**config.mk**
```make
export PLATFORM = sky130hd
export DESIGN_NAME = rx_bit_sequencer
export DESIGN_NICKNAME = d
export VERILOG_FILES = /design/src/rtl/rx_bit_sequencer.sv
export SDC_FILE = /design/constraint.sdc
export NUM_CORES = 1
export LEC_CHECK = 0
export ABC_AREA = 1
export BUFFER_PORTS_ARGS = -buffer_cell sky130_fd_sc_hd__buf_2
export CORE_UTILIZATION = 45
export CTS_CLUSTER_DIAMETER = 200
export DETAILED_ROUTE_END_ITERATION = 16
export PLACE_DENSITY = 0.73
export SLEW_MARGIN = 20
export SYNTH_ARGS = -nofsm -noshare
export SYNTH_HDL_FRONTEND = slang
export SYNTH_SLANG_ARGS = --single-unit
```
**constraint.sdc**
```tcl
create_clock -name clk -period 3.03 [get_ports clk]
set_input_delay 0.606 -clock clk [delete_from_list [all_inputs] [get_ports clk]]
set_output_delay 0.606 -clock clk [all_outputs]
set_load 0.05 [all_outputs]
```
**src/rtl/rx_bit_sequencer.sv**
```systemverilog
// rx_bit_sequencer: programmable-rate UART receive sequencer (start wait, mid-bit strobes, stop check, buffer load).
// Optional start-bit validation enabled by defining RX_START_VALIDATE_EN.
module rx_bit_sequencer #(
    parameter int CNT_W     = 10,
    parameter int DATA_BITS = 8
) (
    input  logic             clk,
    input  logic             rst,
    input  logic [CNT_W-1:0] bit_period,
    input  logic             start_bit_detected,
    input  logic             serial_in,
    input  logic             framing_error,
    output logic             shift_strobe,
    output logic             sbc_clear,
    output logic             sbc_enable,
    output logic             load_buffer,
    output logic             busy,
    output logic             false_start
);
    localparam int BW = $clog2(DATA_BITS + 2);

    typedef enum logic [2:0] {IDLE, START_WAIT, RECV, STOP, EVAL, LOAD} state_t;

    state_t           state, state_n;
    logic [CNT_W-1:0] cnt, cnt_n, period, period_n, half;
    logic [BW-1:0]    bits, bits_n;
    logic             fs_n;

    assign half = period >> 1;

    always_ff @(posedge clk) begin
        if (rst) begin
            state  <= IDLE;
            cnt    <= '0;
            period <= '0;
            bits   <= '0;
        end else begin
            state  <= state_n;
            cnt    <= cnt_n;
            period <= period_n;
            bits   <= bits_n;
        end
    end

    always_comb begin
        state_n      = state;
        cnt_n        = cnt;
        period_n     = period;
        bits_n       = bits;
        fs_n         = 1'b0;
        shift_strobe = 1'b0;
        sbc_clear    = 1'b0;
        sbc_enable   = 1'b0;
        load_buffer  = 1'b0;
        case (state)
            IDLE: if (start_bit_detected) begin
                state_n  = START_WAIT;
                cnt_n    = '0;
                period_n = (bit_period < CNT_W'(4)) ? CNT_W'(4) : bit_period;
            end
            START_WAIT: begin
                sbc_clear = 1'b1;
                cnt_n     = cnt + 1'b1;
                if (cnt == half - 1'b1) begin
                    cnt_n  = '0;
                    bits_n = '0;
`ifdef RX_START_VALIDATE_EN
                    fs_n    = serial_in;
                    state_n = serial_in ? IDLE : RECV;
`else
                    state_n = RECV;
`endif
                end
            end
            RECV: begin
                cnt_n = cnt + 1'b1;
                if (cnt == period - 1'b1) begin
                    shift_strobe = 1'b1;
                    cnt_n        = '0;
                    bits_n       = bits + 1'b1;
                    // the strobe after the last data bit samples the stop bit
                    if (bits == BW'(DATA_BITS)) state_n = STOP;
                end
            end
            STOP: begin
                sbc_enable = 1'b1;
                state_n    = EVAL;
            end
            EVAL:    state_n = framing_error ? IDLE : LOAD;
            LOAD: begin
                load_buffer = 1'b1;
                state_n     = IDLE;
            end
            default: state_n = IDLE;
        endcase
    end

    assign busy = (state != IDLE);

`ifdef RX_START_VALIDATE_EN
    always_ff @(posedge clk) begin
        if (rst) false_start <= 1'b0;
        else     false_start <= fs_n;
    end
`else
    logic unused_in;
    assign unused_in   = serial_in ^ fs_n;
    assign false_start = 1'b0;
`endif
endmodule

```
==> run_results.csv <==
group,metric,value,unit
floorplan,dieHeight,74.0,microns
layout,syn_to_final_growth,6.71,%
critical_path,timing.rr.start,"period[1]$_SDFFE_PP0P_",
clock_tree,cts_resized,0,
critical_path,reg2reg_depth,17,
route,dr.first_iter.drc_count,101,
synthesis,synthArstFlopShare,0,
pwr,p_leak,1.39,nW
timing,fin_crit,2.73,ns
min_path,hp-class,"flip-flop to flip-flop",
synthesis,syn_inst,404,
global_route,gr-max-usage-layer,"met2",
clock_tree,post_cts_buffers,0,
layout,layout.nets,436,
global_route,use_met1,0.288,
synthesis,synth_top_family_by_area,"simple AND/OR/NAND/NOR gates",
synthesis,yosys.area_share.simple,0.451,
clock_tree,cts.sinks,27,
floorplan,core_area,4850,sq um
timing,fin_crit_sh,0.901,
clock_tree,clockRootBuffer,"clkbuf_8",
synthesis,synth_fp_nets,424,
synthesis,ys.flop_type,"dfxtp_1",
pwr,vdd_drop_max,0.000369,V
place,gp_congestion,0.896,
critical_path,startpoint_type,"flip-flop",
critical_path,r2r_setup_slack,0.97,ns
floorplan,chipWidth,74.0,microns
route,antenna_left,0,
global_route,grtUsageTotal,0.208,
critical_path,cp_max_fo,5,
synthesis,ys_ff_latch,27,
timing,slew_viol_final,0,
global_route,grtUsageMet3,0.0163,
critical_path,path_class,"flip-flop to primary output",
critical_path,worstPathRequired,2.42,ns
clock_tree,cts_hold_buf,0,
timing,fmax,366,MHz
critical_path,end_kind,"primary output",
clock_tree,cts_tree,"yes",
synthesis,synth_cell_type_count,34,
critical_path,cp.arrival,2.12,ns
synthesis,synthMuxAreaShare,0,
timing,finalSetupTns,0,ns
route,first_pass_iters,4,
synthesis,synth-compound-area-share,0.0848,
place,dp.cells,478,
route,routed_wl,5250,microns
place,hpwlAfterDp,4130,microns
timing,hold_violations,0,
synthesis,syn-mean-instance-area,5.77,sq um
clock_tree,cts_htree_levels,1,
route,wl_per_cell,10.9,microns
critical_path,cp-endpoint,"shift_strobe",
outcome,status,"finished clean",
timing,setup_viol,0,
floorplan,start_util,0.481,
clock_tree,clk_pin_slew_worst_paths,0.10,ns
global_route,grt_max_degree,21,
layout,diodes,0,
synthesis,ys_seq_area_frac,0.232,
synthesis,netlist_area,2330,sq um
clock_tree,clock_tree.buffer_depth,2,
timing,max_slew_margin,0.404,
synthesis,synth_edf_count,0,
floorplan,rows,25,
timing,fin_worst_skew,0.00908,ns
global_route,grt_pass1_wl,8840,microns
floorplan,die-area,5470,sq um
run,max-cap-violations,0,
global_route,antenna_found_initial,0,
critical_path,reg2reg_to,"cnt[9]$_SDFFE_PP0P_",
global_route,first_global_vias,1986,
timing,worstMarginPinSlew,0.890,ns
synthesis,synth-xor-area-share,0.0639,
pwr,power_density,797,nW/um^2
layout,drive_gt1_frac,0.128,
global_route,overflow,0,
critical_path,timing.critical_path.from,"period[1]$_SDFFE_PP0P_",
layout,stdcell_count,482,
synthesis,synth_fa_ha_area_frac,0.0268,
clock_tree,cts_made_buffers,3,
global_route,use_met2,0.353,
timing,rsz0062_at_grt,"no",
route,drcViolationCount,0,
clock_tree,insertion_delay,0.28,ns
floorplan,io_pins,21,
place,port_buffers,18,
synthesis,yosysWarnings,0,
route,vias,2300,
route,via_per_inst,4.77,
-- worst max-delay path, cell delays in order, from the launching register on --
cell and delay [ns]:
dfxtp_1 0.32, inv_1 0.15, ha_1 0.25, inv_1 0.11
nor2_1 0.19, nand3_1 0.09, nand2_1 0.06, nand2_1 0.07
inv_1 0.05, nand2_1 0.04, nor2_1 0.07, nand3_1 0.11
inv_1 0.07, buf_2 0.25
-- stage by stage --
stage               setup slack (ns)  hold slack (ns)  instance area [sq um]  power [mW]  utilization
floorplan                      0.618            0.464                   2330        1.53            -
global placement               0.627            0.482                   2440        1.74        0.504
detailed placement             0.609            0.492                   2440        1.77        0.504
CTS                            0.269            0.508                   2490        1.99        0.513
global route                  0.0194            0.523                   2490        2.19        0.513
finish                         0.301            0.500                   2490        1.98        0.513
-- cell usage after synthesis, types with 2 or more instances --
cell type,count,share of area
nand3_1,17,0.036
inv_2,3,0.0048
clkbuf_1,3,0.0048
nor4_1,2,0.0054
nand3b_1,2,0.0064
nand3_2,2,0.0086
xor2_1,11,0.041
nand4_1,2,0.0054
buf_4,2,0.0064
nor2_1,44,0.071
o21ai_0,15,0.032
xnor2_1,6,0.023
o21ai_1,2,0.0043
dfxtp_1,27,0.23
a211oi_1,2,0.0064
a21oi_1,14,0.030
clkbuf_2,2,0.0043
inv_1,66,0.11
buf_2,3,0.0064
ha_1,5,0.027
nand2_2,15,0.040
nor2_4,3,0.014
nor2_2,5,0.013
nand2_1,135,0.22
nor3_1,7,0.015
-- flip-flops by register name (all words and copies together), names as in the netlist --
register and count:
bits 4, cnt 10, period 10, state 3
-- cells by family (layout without fill, tap and decap cells) --
logic type / Yosys count / count (layout)
AOI/OAI and AO/OA: 36 / 36
xor gates and xnor gates: 17 / 17
adders and majority gates: 5 / 5
buffers and inverters: 81 / 92
DFF: 27 / 27
other: 1 / 1
and+or+nand+nor: 237 / 237
-- area by class of cell --
type	instances	area, sq um
fillers	507	2360
repair buffers	18	90.1
well taps	67	83.8
inverters	70	263
flip-flops and latches	27	541
clock buffers	4	45.0
multi-input cells	296	1470
-- cell usage in the layout, fill, tap and decap left out, types with 2 or more instances in the layout --
master    count
a211oi_1      2
o21ai_1       2
clkbuf_8      3
nor3_1        7
nand2_2      15
xor2_1       11
nand2_1     135
xnor2_1       6
dfxtp_1      27
nand3b_1      2
a21oi_1      14
nand3_2       2
nor2_2        5
nor2_1       44
nor4_1        2
buf_2        18
ha_1          5
inv_1        66
o21ai_0      15
nor2_4        3
nand4_1       2
inv_2         3
nand3_1      17
-- power by group --
part / total (mW) / switching (mW) / internal [mW]
sequential: 0.525 / 0.101 / 0.424
combinational: 1.24 / 0.846 / 0.396
clock: 0.216 / 0.121 / 0.0943
-- per-layer routing --
metal | up-vias | share of wire
li1 | 1243 | -
met1 | 1000 | 0.49
met2 | 51 | 0.46
met3 | 6 | 0.031
met4 | 0 | 0.014
met5 | - | 0
-- how the worst min path moves through the flow --
stage                                    start                    to  slack [ns]  depth (start not counted)
after global routing      bits[3]$_SDFFE_PP0P_  bits[3]$_SDFFE_PP0P_        0.52                          2
after global placement    bits[3]$_SDFFE_PP0P_  bits[3]$_SDFFE_PP0P_        0.48                          2
after CTS                 bits[3]$_SDFFE_PP0P_  bits[3]$_SDFFE_PP0P_        0.51                          2
final                     bits[3]$_SDFFE_PP0P_  bits[3]$_SDFFE_PP0P_        0.50                          2
after detailed placement  bits[3]$_SDFFE_PP0P_  bits[3]$_SDFFE_PP0P_        0.49                          2
after floorplan           bits[3]$_SDFFE_PP0P_  bits[3]$_SDFFE_PP0P_        0.46                          2
Note: power is estimated with default switching activity, not from simulation.
